$ cat src/rtl/imem_loader_pkg.sv
// Shared types and constants for the instruction-memory loader.
package imem_pkg;

  typedef enum logic [2:0] {
    IDLE,
    LEN_HI,
    LEN_LO,
    DATA,
    CSUM,
    DONE,
    ERR
  } state_t;

  localparam int unsigned MEM_BYTES_DEFAULT = 1024;
  localparam int unsigned WORD_BYTES        = 4;

endpackage

$ cat src/rtl/imem_loader_if.sv
// Byte-stream handshake plus instruction-memory write port of the loader.
interface imem_loader_if #(
  parameter int unsigned ADDR_W = 10
);
  logic              byte_valid;
  logic [7:0]        byte_data;
  logic              byte_ready;
  logic              mem_we;
  logic [ADDR_W-1:0] mem_waddr;
  logic [31:0]       mem_wdata;

  modport master (
    output byte_valid, byte_data,
    input  byte_ready, mem_we, mem_waddr, mem_wdata
  );

  modport slave (
    input  byte_valid, byte_data,
    output byte_ready, mem_we, mem_waddr, mem_wdata
  );
endinterface

$ cat src/rtl/imem_loader_word_assembler.sv
// Shifts stream bytes MSB-first into 32-bit words; word_valid marks the 4th byte.
module word_assembler (
  input  logic        clk,
  input  logic        rst,
  input  logic        clr,
  input  logic        en,
  input  logic [7:0]  din,
  output logic [31:0] word,
  output logic        word_valid
);

  logic [23:0] shift;
  logic [1:0]  cnt;

  // The completed word combines the three held bytes with the byte in flight.
  assign word       = {shift, din};
  assign word_valid = en && (cnt == 2'd3);

  always_ff @(posedge clk or posedge rst) begin
    if (rst) begin
      shift <= '0;
      cnt   <= '0;
    end else if (clr) begin
      shift <= '0;
      cnt   <= '0;
    end else if (en) begin
      shift <= {shift[15:0], din};
      cnt   <= cnt + 2'd1;
    end
  end

endmodule

$ cat src/rtl/imem_loader.sv
// Receives a length/data/checksum framed byte stream and writes big-endian
// instruction words into instruction memory, holding the CPU via busy.
module imem_loader
  import imem_pkg::*;
#(
  parameter int unsigned MEM_BYTES = MEM_BYTES_DEFAULT,
  parameter int unsigned ADDR_W    = 10,
  parameter int unsigned BASE_ADDR = 0
) (
  input  logic          CLK,
  input  logic          RESET,
  input  logic          start,
  imem_loader_if.slave  bus,
  output logic          busy,
  output logic          done,
  output logic          err_checksum,
  output logic          err_overflow
);

  localparam logic [17:0]       CAP  = 18'(MEM_BYTES - BASE_ADDR);
  localparam logic [ADDR_W-1:0] BASE = ADDR_W'(BASE_ADDR);

  state_t state, state_nxt;

  logic              rdy;
  logic              xfer;
  logic              take_start;
  logic [15:0]       len;
  logic [15:0]       word_idx;
  logic [7:0]        csum_acc;
  logic [17:0]       len_x4;
  logic              overflow;
  logic              last_word;
  logic [31:0]       asm_word;
  logic              asm_valid;
  logic              mem_we_q;
  logic [ADDR_W-1:0] mem_waddr_q;
  logic [31:0]       mem_wdata_q;

  assign rdy       = (state == LEN_HI) || (state == LEN_LO) ||
                     (state == DATA)   || (state == CSUM);
  assign xfer      = bus.byte_valid && rdy;
  assign len_x4    = {len[15:8], bus.byte_data, 2'b00};
  assign overflow  = len_x4 > CAP;
  assign last_word = (word_idx == (len - 16'd1));

  assign bus.byte_ready = rdy;
  assign bus.mem_we     = mem_we_q;
  assign bus.mem_waddr  = mem_waddr_q;
  assign bus.mem_wdata  = mem_wdata_q;
  assign busy           = rdy;
  assign done           = (state == DONE);

  word_assembler u_asm (
    .clk        (CLK),
    .rst        (RESET),
    .clr        (take_start),
    .en         (xfer && (state == DATA)),
    .din        (bus.byte_data),
    .word       (asm_word),
    .word_valid (asm_valid)
  );

  always_ff @(posedge CLK or posedge RESET) begin
    if (RESET) state <= IDLE;
    else       state <= state_nxt;
  end

  always_comb begin
    state_nxt  = state;
    take_start = 1'b0;
    case (state)
      IDLE, DONE, ERR: begin
        if (start) begin
          state_nxt  = LEN_HI;
          take_start = 1'b1;
        end
      end
      LEN_HI: if (xfer) state_nxt = LEN_LO;
      LEN_LO: begin
        if (xfer) begin
          if (overflow)                                  state_nxt = ERR;
          else if ({len[15:8], bus.byte_data} == 16'd0) state_nxt = CSUM;
          else                                           state_nxt = DATA;
        end
      end
      DATA:    if (asm_valid && last_word) state_nxt = CSUM;
      CSUM:    if (xfer) state_nxt = DONE;
      default: state_nxt = IDLE;
    endcase
  end

  // Write port is registered, so the last word's strobe lands in the CSUM cycle.
  always_ff @(posedge CLK or posedge RESET) begin
    if (RESET) begin
      len          <= '0;
      word_idx     <= '0;
      csum_acc     <= '0;
      err_checksum <= 1'b0;
      err_overflow <= 1'b0;
      mem_we_q     <= 1'b0;
      mem_waddr_q  <= '0;
      mem_wdata_q  <= '0;
    end else begin
      mem_we_q <= 1'b0;
      if (take_start) begin
        len          <= '0;
        word_idx     <= '0;
        csum_acc     <= '0;
        err_checksum <= 1'b0;
        err_overflow <= 1'b0;
      end
      if (xfer) begin
        case (state)
          LEN_HI: begin
            len[15:8] <= bus.byte_data;
            csum_acc  <= csum_acc ^ bus.byte_data;
          end
          LEN_LO: begin
            len[7:0] <= bus.byte_data;
            csum_acc <= csum_acc ^ bus.byte_data;
            if (overflow) err_overflow <= 1'b1;
          end
          DATA: csum_acc <= csum_acc ^ bus.byte_data;
          CSUM: if (bus.byte_data != csum_acc) err_checksum <= 1'b1;
          default: ;
        endcase
      end
      if (asm_valid) begin
        mem_we_q    <= 1'b1;
        mem_wdata_q <= asm_word;
        mem_waddr_q <= BASE + ADDR_W'(word_idx * 16'(WORD_BYTES));
        word_idx    <= word_idx + 16'd1;
      end
    end
  end

endmodule

$ cat src/flat_wrapper.sv
// flat-port wrapper written by rule: the top's interface ports become plain ports
module imem_loader_flat import imem_pkg::*;
#(
  parameter int unsigned MEM_BYTES = MEM_BYTES_DEFAULT,
  parameter int unsigned ADDR_W    = 10,
  parameter int unsigned BASE_ADDR = 0
)
  (CLK, RESET, start, busy, done, err_checksum, err_overflow, bus_byte_valid, bus_byte_data, bus_byte_ready, bus_mem_we, bus_mem_waddr, bus_mem_wdata);
  imem_loader_if #(.ADDR_W(ADDR_W)) bus_i ();
  input  logic CLK;
  input  logic RESET;
  input  logic start;
  output logic busy;
  output logic done;
  output logic err_checksum;
  output logic err_overflow;
  input wire logic [$bits(bus_i.byte_valid)-1:0] bus_byte_valid;
  input wire logic [$bits(bus_i.byte_data)-1:0] bus_byte_data;
  output wire logic [$bits(bus_i.byte_ready)-1:0] bus_byte_ready;
  output wire logic [$bits(bus_i.mem_we)-1:0] bus_mem_we;
  output wire logic [$bits(bus_i.mem_waddr)-1:0] bus_mem_waddr;
  output wire logic [$bits(bus_i.mem_wdata)-1:0] bus_mem_wdata;
  assign bus_i.byte_valid = bus_byte_valid;
  assign bus_i.byte_data = bus_byte_data;
  assign bus_byte_ready = bus_i.byte_ready;
  assign bus_mem_we = bus_i.mem_we;
  assign bus_mem_waddr = bus_i.mem_waddr;
  assign bus_mem_wdata = bus_i.mem_wdata;
  imem_loader #(.MEM_BYTES(MEM_BYTES), .ADDR_W(ADDR_W), .BASE_ADDR(BASE_ADDR)) u_core (.CLK(CLK), .RESET(RESET), .start(start), .bus(bus_i), .busy(busy), .done(done), .err_checksum(err_checksum), .err_overflow(err_overflow));
endmodule
$ cat config.mk
export PLATFORM = sky130hd
export DESIGN_NAME = imem_loader_flat
export DESIGN_NICKNAME = d
export VERILOG_FILES = /design/src/rtl/imem_loader_pkg.sv /design/src/rtl/imem_loader_if.sv /design/src/rtl/imem_loader_word_assembler.sv /design/src/rtl/imem_loader.sv /design/src/flat_wrapper.sv
export SDC_FILE = /design/constraint.sdc
export NUM_CORES = 1
export LEC_CHECK = 0
export CAP_MARGIN = 40
export CORE_MARGIN = 5
export CORE_UTILIZATION = 40
export CTS_BUF_LIST = sky130_fd_sc_hd__clkbuf_16
export DETAILED_ROUTE_END_ITERATION = 16
export SYNTH_ARGS = -nofsm -noshare
export SYNTH_HDL_FRONTEND = slang
export SYNTH_SLANG_ARGS = --single-unit
$ cat constraint.sdc
create_clock -name CLK -period 8.6 [get_ports CLK]
set_input_delay 1.29 -clock CLK [delete_from_list [all_inputs] [get_ports CLK]]
set_output_delay 1.29 -clock CLK [all_outputs]
set_load 0.05 [all_outputs]
# Word-level counts from Yosys, hierarchy flattened
# Cells that the tools add are included.
[totals]
latchBits = 0
regBits = 112
ramBits = 0
romBits = 0
word_cells = 76
mem_count = 0
input_bits = 12
[op_classes]
add_sub_neg = 3
div_mod_pow = 0
magnitude_cmp = 1
shifts = 0
bitwise_logic = 1
n_mul = 0
n_mux = 32
eq_ne = 14
reduce_logical = 14
[op_table]
columns = ["operator", "count"]
rows = [
  ["two-way mux 16 bit", 4],
  ["two-way mux 24 bit", 2],
  ["two-way mux 8 bit", 5],
  ["two-way mux 3 bit", 7],
  ["greater-than comparator 18 x 11 -> 1 bit (second input constant)", 1],
  ["adder 16 x 1 -> 16 bit (second input constant)", 1],
  ["equality test 16 bit", 1],
  ["logical NOT 16 bit", 1],
  ["subtractor 16 x 1 -> 16 bit (second input constant)", 1],
  ["one-hot mux 3 bit (5 select lines)", 1],
  ["two-way mux 1 bit", 11],
  ["equality test 3 bit (second input constant)", 3],
  ["!= test 8 bit", 1],
  ["XOR 8 bit", 1],
  ["equality test 3 x 2 -> 1 bit (second input constant)", 2],
  ["!= test 2 x 1 -> 1 bit (second input constant)", 3],
  ["OR reduction 3 bit", 2],
  ["AND reduction 5 bit", 1],
  ["logical AND 1 bit", 4],
  ["two-way mux 2 bit", 2],
  ["!= test 2 bit (second input constant)", 2],
  ["nonzero test 2 bit", 2],
  ["equality test 3 x 1 -> 1 bit (second input constant)", 1],
  ["logical NOT 3 bit", 1],
  ["other kinds (3)", 5],
]

# Logic depth before layout (Yosys ltp)
[depth]
ltp_word = 10
ltp_mapped = 9

# By module
# From an unflattened synthesis, not the netlist that was laid out.
[unflattened]
hier_cells = 515
area_unflattened_um2 = 5527.8
[modules_own_cells]
columns = ["mod", "cells_each", "seq_area_each_um2", "area_per_inst_um2", "instances"]
rows = [
  ["imem_loader", 420, 2152.1, 4369.2, 1],
  ["word_assembler", 95, 650.6, 1158.6, 1],
]

# Worst setup path before layout
# OpenSTA, ideal clock, no wires.
[synth_path]
kind = "register to output"
from = "register u_core.state[2]"
to = "output busy"
path_buffers = 3
path_slack_ns = 5.472
stages_incl_launch_ff = 5
arrival_ns = 1.838
path_cell_list = "dfrtp_1 buf_2 buf_6 xnor2_1 buf_4"
[synth_between]
elab_chain_len = 4
[synth_rtl]
columns = ["item", "line", "text"]
rows = [
  ["from (decl)", "imem_loader.sv:23", "state_t state, state_nxt;"],
  ["from (signal assigned)", "imem_loader.sv:66", "else state <= state_nxt;"],
  ["equality test 3 x 1 -> 1 bit / equality test 3 x 2 -> 1 bit (equally long branches)", "imem_loader.sv:40", "assign rdy = (state == LEN_HI) || (state == LEN_LO) ||"],
  ["logical OR 1 bit (2 in a row)", "imem_loader.sv:40", ""],
  ["logical OR 1 bit *", "imem_loader.sv:41", "(state == DATA) || (state == CSUM);"],
  ["to (decl)", "flat_wrapper.sv:13", "output logic busy;"],
]
# Every way passes the cells marked *; elsewhere a longest branch is shown, timed or not.

# Final worst setup path
[layout_path]
from = "input bus_byte_valid"
to = "register u_core.word_idx[15]"
[layout_between]
elab_chain_len = 4
[layout_rtl]
columns = ["item", "line", "text"]
rows = [
  ["from (decl)", "flat_wrapper.sv:17", "input wire logic [$bits(bus_i.byte_valid)-1:0] bus_byte_valid;"],
  ["logical AND 1 bit *", "imem_loader.sv:42", "assign xfer = bus.byte_valid && rdy;"],
  ["logical AND 1 bit *", "imem_loader.sv:58", ".en (xfer && (state == DATA)),"],
  ["logical AND 1 bit *", "imem_loader_word_assembler.sv:17", "assign word_valid = en && (cnt == 2'd3);"],
  ["two-way mux 16 bit / nonzero test 2 bit (equally long branches)", "--", ""],
  ["to (signal assigned)", "imem_loader.sv:133", "word_idx <= word_idx + 16'd1;"],
  ["to (decl)", "imem_loader.sv:29", "logic [15:0] word_idx;"],
]
# Marked as above.
# A chain may end at the register's enable or synchronous reset.

==> flow_metrics.env <==
export IMPL_htreeDepth=3
export IMPL_grt_pass1_wl_um=21800
export IMPL_drt_antenna_violating_nets=0
export IMPL_grt_pass1_vias=4425
export IMPL_port_buffers=57
export IMPL_initial_core_util_pct=40.8
export IMPL_cp_end_kind="register"
export IMPL_insertedDiodeCount=0
export IMPL_power_frac_comb_pct=38.8
export IMPL_synth_distinct_cells=60
export IMPL_wl_per_cell_um=15.1
export IMPL_cts_resized=0
export IMPL_post_route_drc_count=0
export IMPL_power_frac_seq_pct=39.5
export IMPL_clock_sinks=112
export IMPL_die_area_um2=15900
export IMPL_cts_root_buf="clkbuf_16"
export IMPL_yosysWarnings=0
export IMPL_start_kind="primary input"
export IMPL_power_density_nw_per_um2=295
export IMPL_mostFrequentLayoutCells="nand2_1, dfrtp_1, clkdlybuf4s50_1"
export IMPL_utilization_pct=48.1
export IMPL_layout_drive_gt1_share_pct=5.30
export IMPL_die_h_um=126
export IMPL_path_class="primary input to register"
export IMPL_syn2layout_area_growth_pct=17.8
export IMPL_hpwl_um=8630
export IMPL_synth_area_leader_cell="dfrtp_1"
export IMPL_max_freq_mhz=260
export IMPL_cts_tree="done"
export IMPL_synth_edf_count=0
export IMPL_min_from="u_core.u_asm.shift[18]"
export IMPL_startpoint="bus_byte_valid"
export IMPL_gp_congestion=0.811
export IMPL_clock_latency_ns=0.36
export IMPL_drtIter0Drc=325
export IMPL_status="finished clean"
export IMPL_clockBufferDepth=2
export IMPL_syn_instance_count=617
export IMPL_final_common_cell="nand2_1"
export IMPL_synth_seq_cells=112
export IMPL_maxCapViolCount=0
export IMPL_power_leakage_nw=2.98
export IMPL_avgSynthCellArea_um2=8.76
export IMPL_timing_hold_ws_ns=0.470
export IMPL_cts_setup_buffers=0
export IMPL_synth_area_leaders="dfrtp_1, nand2_1, o21ai_0, a21oi_1, nand3_1"
export IMPL_floorplan_rows=42
export IMPL_min_period_ns=3.85
export IMPL_crit_arrival_ns=4.09
export IMPL_fin_setup_tns_ns=0
export IMPL_cts_hold_buf=0
export IMPL_p_clk_share_pct=21.7
export IMPL_pin_count=60
export IMPL_dieWidth_um=126
export IMPL_final_hold_viol_count=0
export IMPL_coreArea_um2=13200
export IMPL_via_count=4396
export IMPL_post_route_period_util_pct=44.7
export IMPL_r2r_start="u_core.state[1]"
export IMPL_grt_ovfl_total=0
export IMPL_cp_required_ns=8.84
export IMPL_fill_cells=1318
export IMPL_antenna_found_initial=0
export IMPL_grt_start_max_net_pins=63
export IMPL_hold_path_class="register to register"
export IMPL_cts_buffers=9
export IMPL_intPower_w=0.00110
export IMPL_p_switching_w=0.000783
export IMPL_ys_flop_type="dfrtp_1"
export IMPL_track_usage_pct=16.8
export IMPL_slew_viol_final=0
export IMPL_yosysSeqAreaShare_pct=51.8
export IMPL_rsz0062_at_grt="no"
export IMPL_vias_per_cell=5.25
export IMPL_nNetsFinal=671
export IMPL_crit_fanout=46
export IMPL_slew_headroom_pct=44.5
export IMPL_swShare_pct=41.6
export IMPL_path_clk_slew_ns=0.07
export IMPL_ir_worst_vdd_mv=0.207
export IMPL_syn_area_um2=5410
export IMPL_skew_ns=0.0111
export IMPL_worst_pin_slew_ns=0.826
export IMPL_synth_top_area_share_pct=51.8
export IMPL_setup_viol=0
export IMPL_async_flop_share_pct=100
export IMPL_wl_um=12700
export IMPL_dr_pass1_iters=7
## power by group through the flow
stage               Combinational, W  Clock, W  Sequential (W)
floorplan                   0.000242         0         0.00101
global placement            0.000729         0        0.000750
detailed placement          0.000738         0        0.000753
CTS                         0.000741  0.000420        0.000745
global route                0.000793  0.000438        0.000761
finish                      0.000731  0.000408        0.000743
## sequential cells by signal, summed over array words and instances (netlist names)
| name | cells |
|---|---|
| u_core.bus.mem_wdata | 32 |
| u_core.u_asm.shift | 24 |
| u_core.len | 16 |
| u_core.word_idx | 16 |
| u_core.bus.mem_waddr | 8 |
| u_core.csum_acc | 8 |
| u_core.state | 3 |
| u_core.u_asm.cnt | 2 |
| u_core.bus.mem_we | 1 |
| u_core.err_checksum | 1 |
| u_core.err_overflow | 1 |
## critical path, stage by stage
cell and delay, ns:
clkdlybuf4s50_1 0.60, and4b_1 0.37, buf_8 0.21, nand2_1 0.10, inv_2 0.54, nand4_1 0.31
nor2_1 0.34, nand3_1 0.15, mux2i_1 0.14
## cell usage after synthesis, drive strengths merged (2+ instances only)
library cell and instances:
and4b 2, nor2 20, inv 15, nor4 9
ha 3, mux2i 7, xor2 12, or3 4
or4 4, and3 5, clkbuf 24, nand4 5
o21a 3, nand2b 5, dfrtp 112, a31oi 2
nand2 214, a21o 3, nor4b 2, nor3b 2
nand3 21, a22o 6, a21oi 33, o31ai 5
nor3 8, o21ai 40, buf 12, nor2b 9
xnor2 11
## stage by stage
| step | setup WS, ns | instances | total power [W] | instance area, um2 |
|---|---|---|---|---|
| 2_1_floorplan | 4.35 | 618 | 0.00125 | 5410 |
| 3_5_place_dp | 4.38 | 821 | 0.00149 | 6080 |
| 5_1_grt | 4.47 | 837 | 0.00199 | 6370 |
| 6_report | 4.75 | 837 | 0.00188 | 6370 |
| 3_3_place_gp | 4.06 | 819 | 0.00148 | 6050 |
| 4_1_cts | 4.74 | 837 | 0.00191 | 6370 |
## layer usage
| metal | vias up | part of all wire [%] | GRT usage, % |
|---|---|---|---|
| li1 | 2145 | - | - |
| met1 | 2144 | 46 | 22.3 |
| met2 | 92 | 48 | 27.6 |
| met3 | 15 | 4.1 | 3.34 |
| met4 | 0 | 1.8 | 5.68 |
| met5 | - | 0 | 0 |
## cells by family after synthesis
logic type	after synthesis	synth area share, %
adder cells (fa/ha/maj)	3	0.694
buffers and inverters	51	4.40
AND/OR/NAND/NOR	313	25.9
multiplexers	7	1.30
flip-flops	112	51.8
AO/OA/AOI/OAI	107	12.1
other	1	0.0693
XOR/XNOR	23	3.73
## final cells by class
type | instances | area, um2 | area share, %
Tap cell | 176 | 220 | 3.46
Sequential cell | 112 | 2800 | 44.0
Inverter | 15 | 58.8 | 0.923
Clock buffer | 9 | 225 | 3.54
Timing Repair Buffer | 63 | 631 | 9.90
Clock inverter | 7 | 60.1 | 0.943
Multi-Input combinational cell | 455 | 2370 | 37.2
## worst paths after layout
path | end | slack [ns] | cells past startpoint
max | u_core.word_idx[15] | 4.75 | 9
min | u_core.bus.mem_wdata[26] | 0.47 | 2
max reg2reg | u_core.word_idx[15] | 5.64 | 8
min reg2reg | u_core.bus.mem_wdata[26] | 0.47 | 2
max in group asynchronous | u_core.u_asm.shift[21] | 6.02 | 3
min in group asynchronous | u_core.bus.mem_waddr[4] | 1.43 | 2
(Power assumes the default switching activity.)
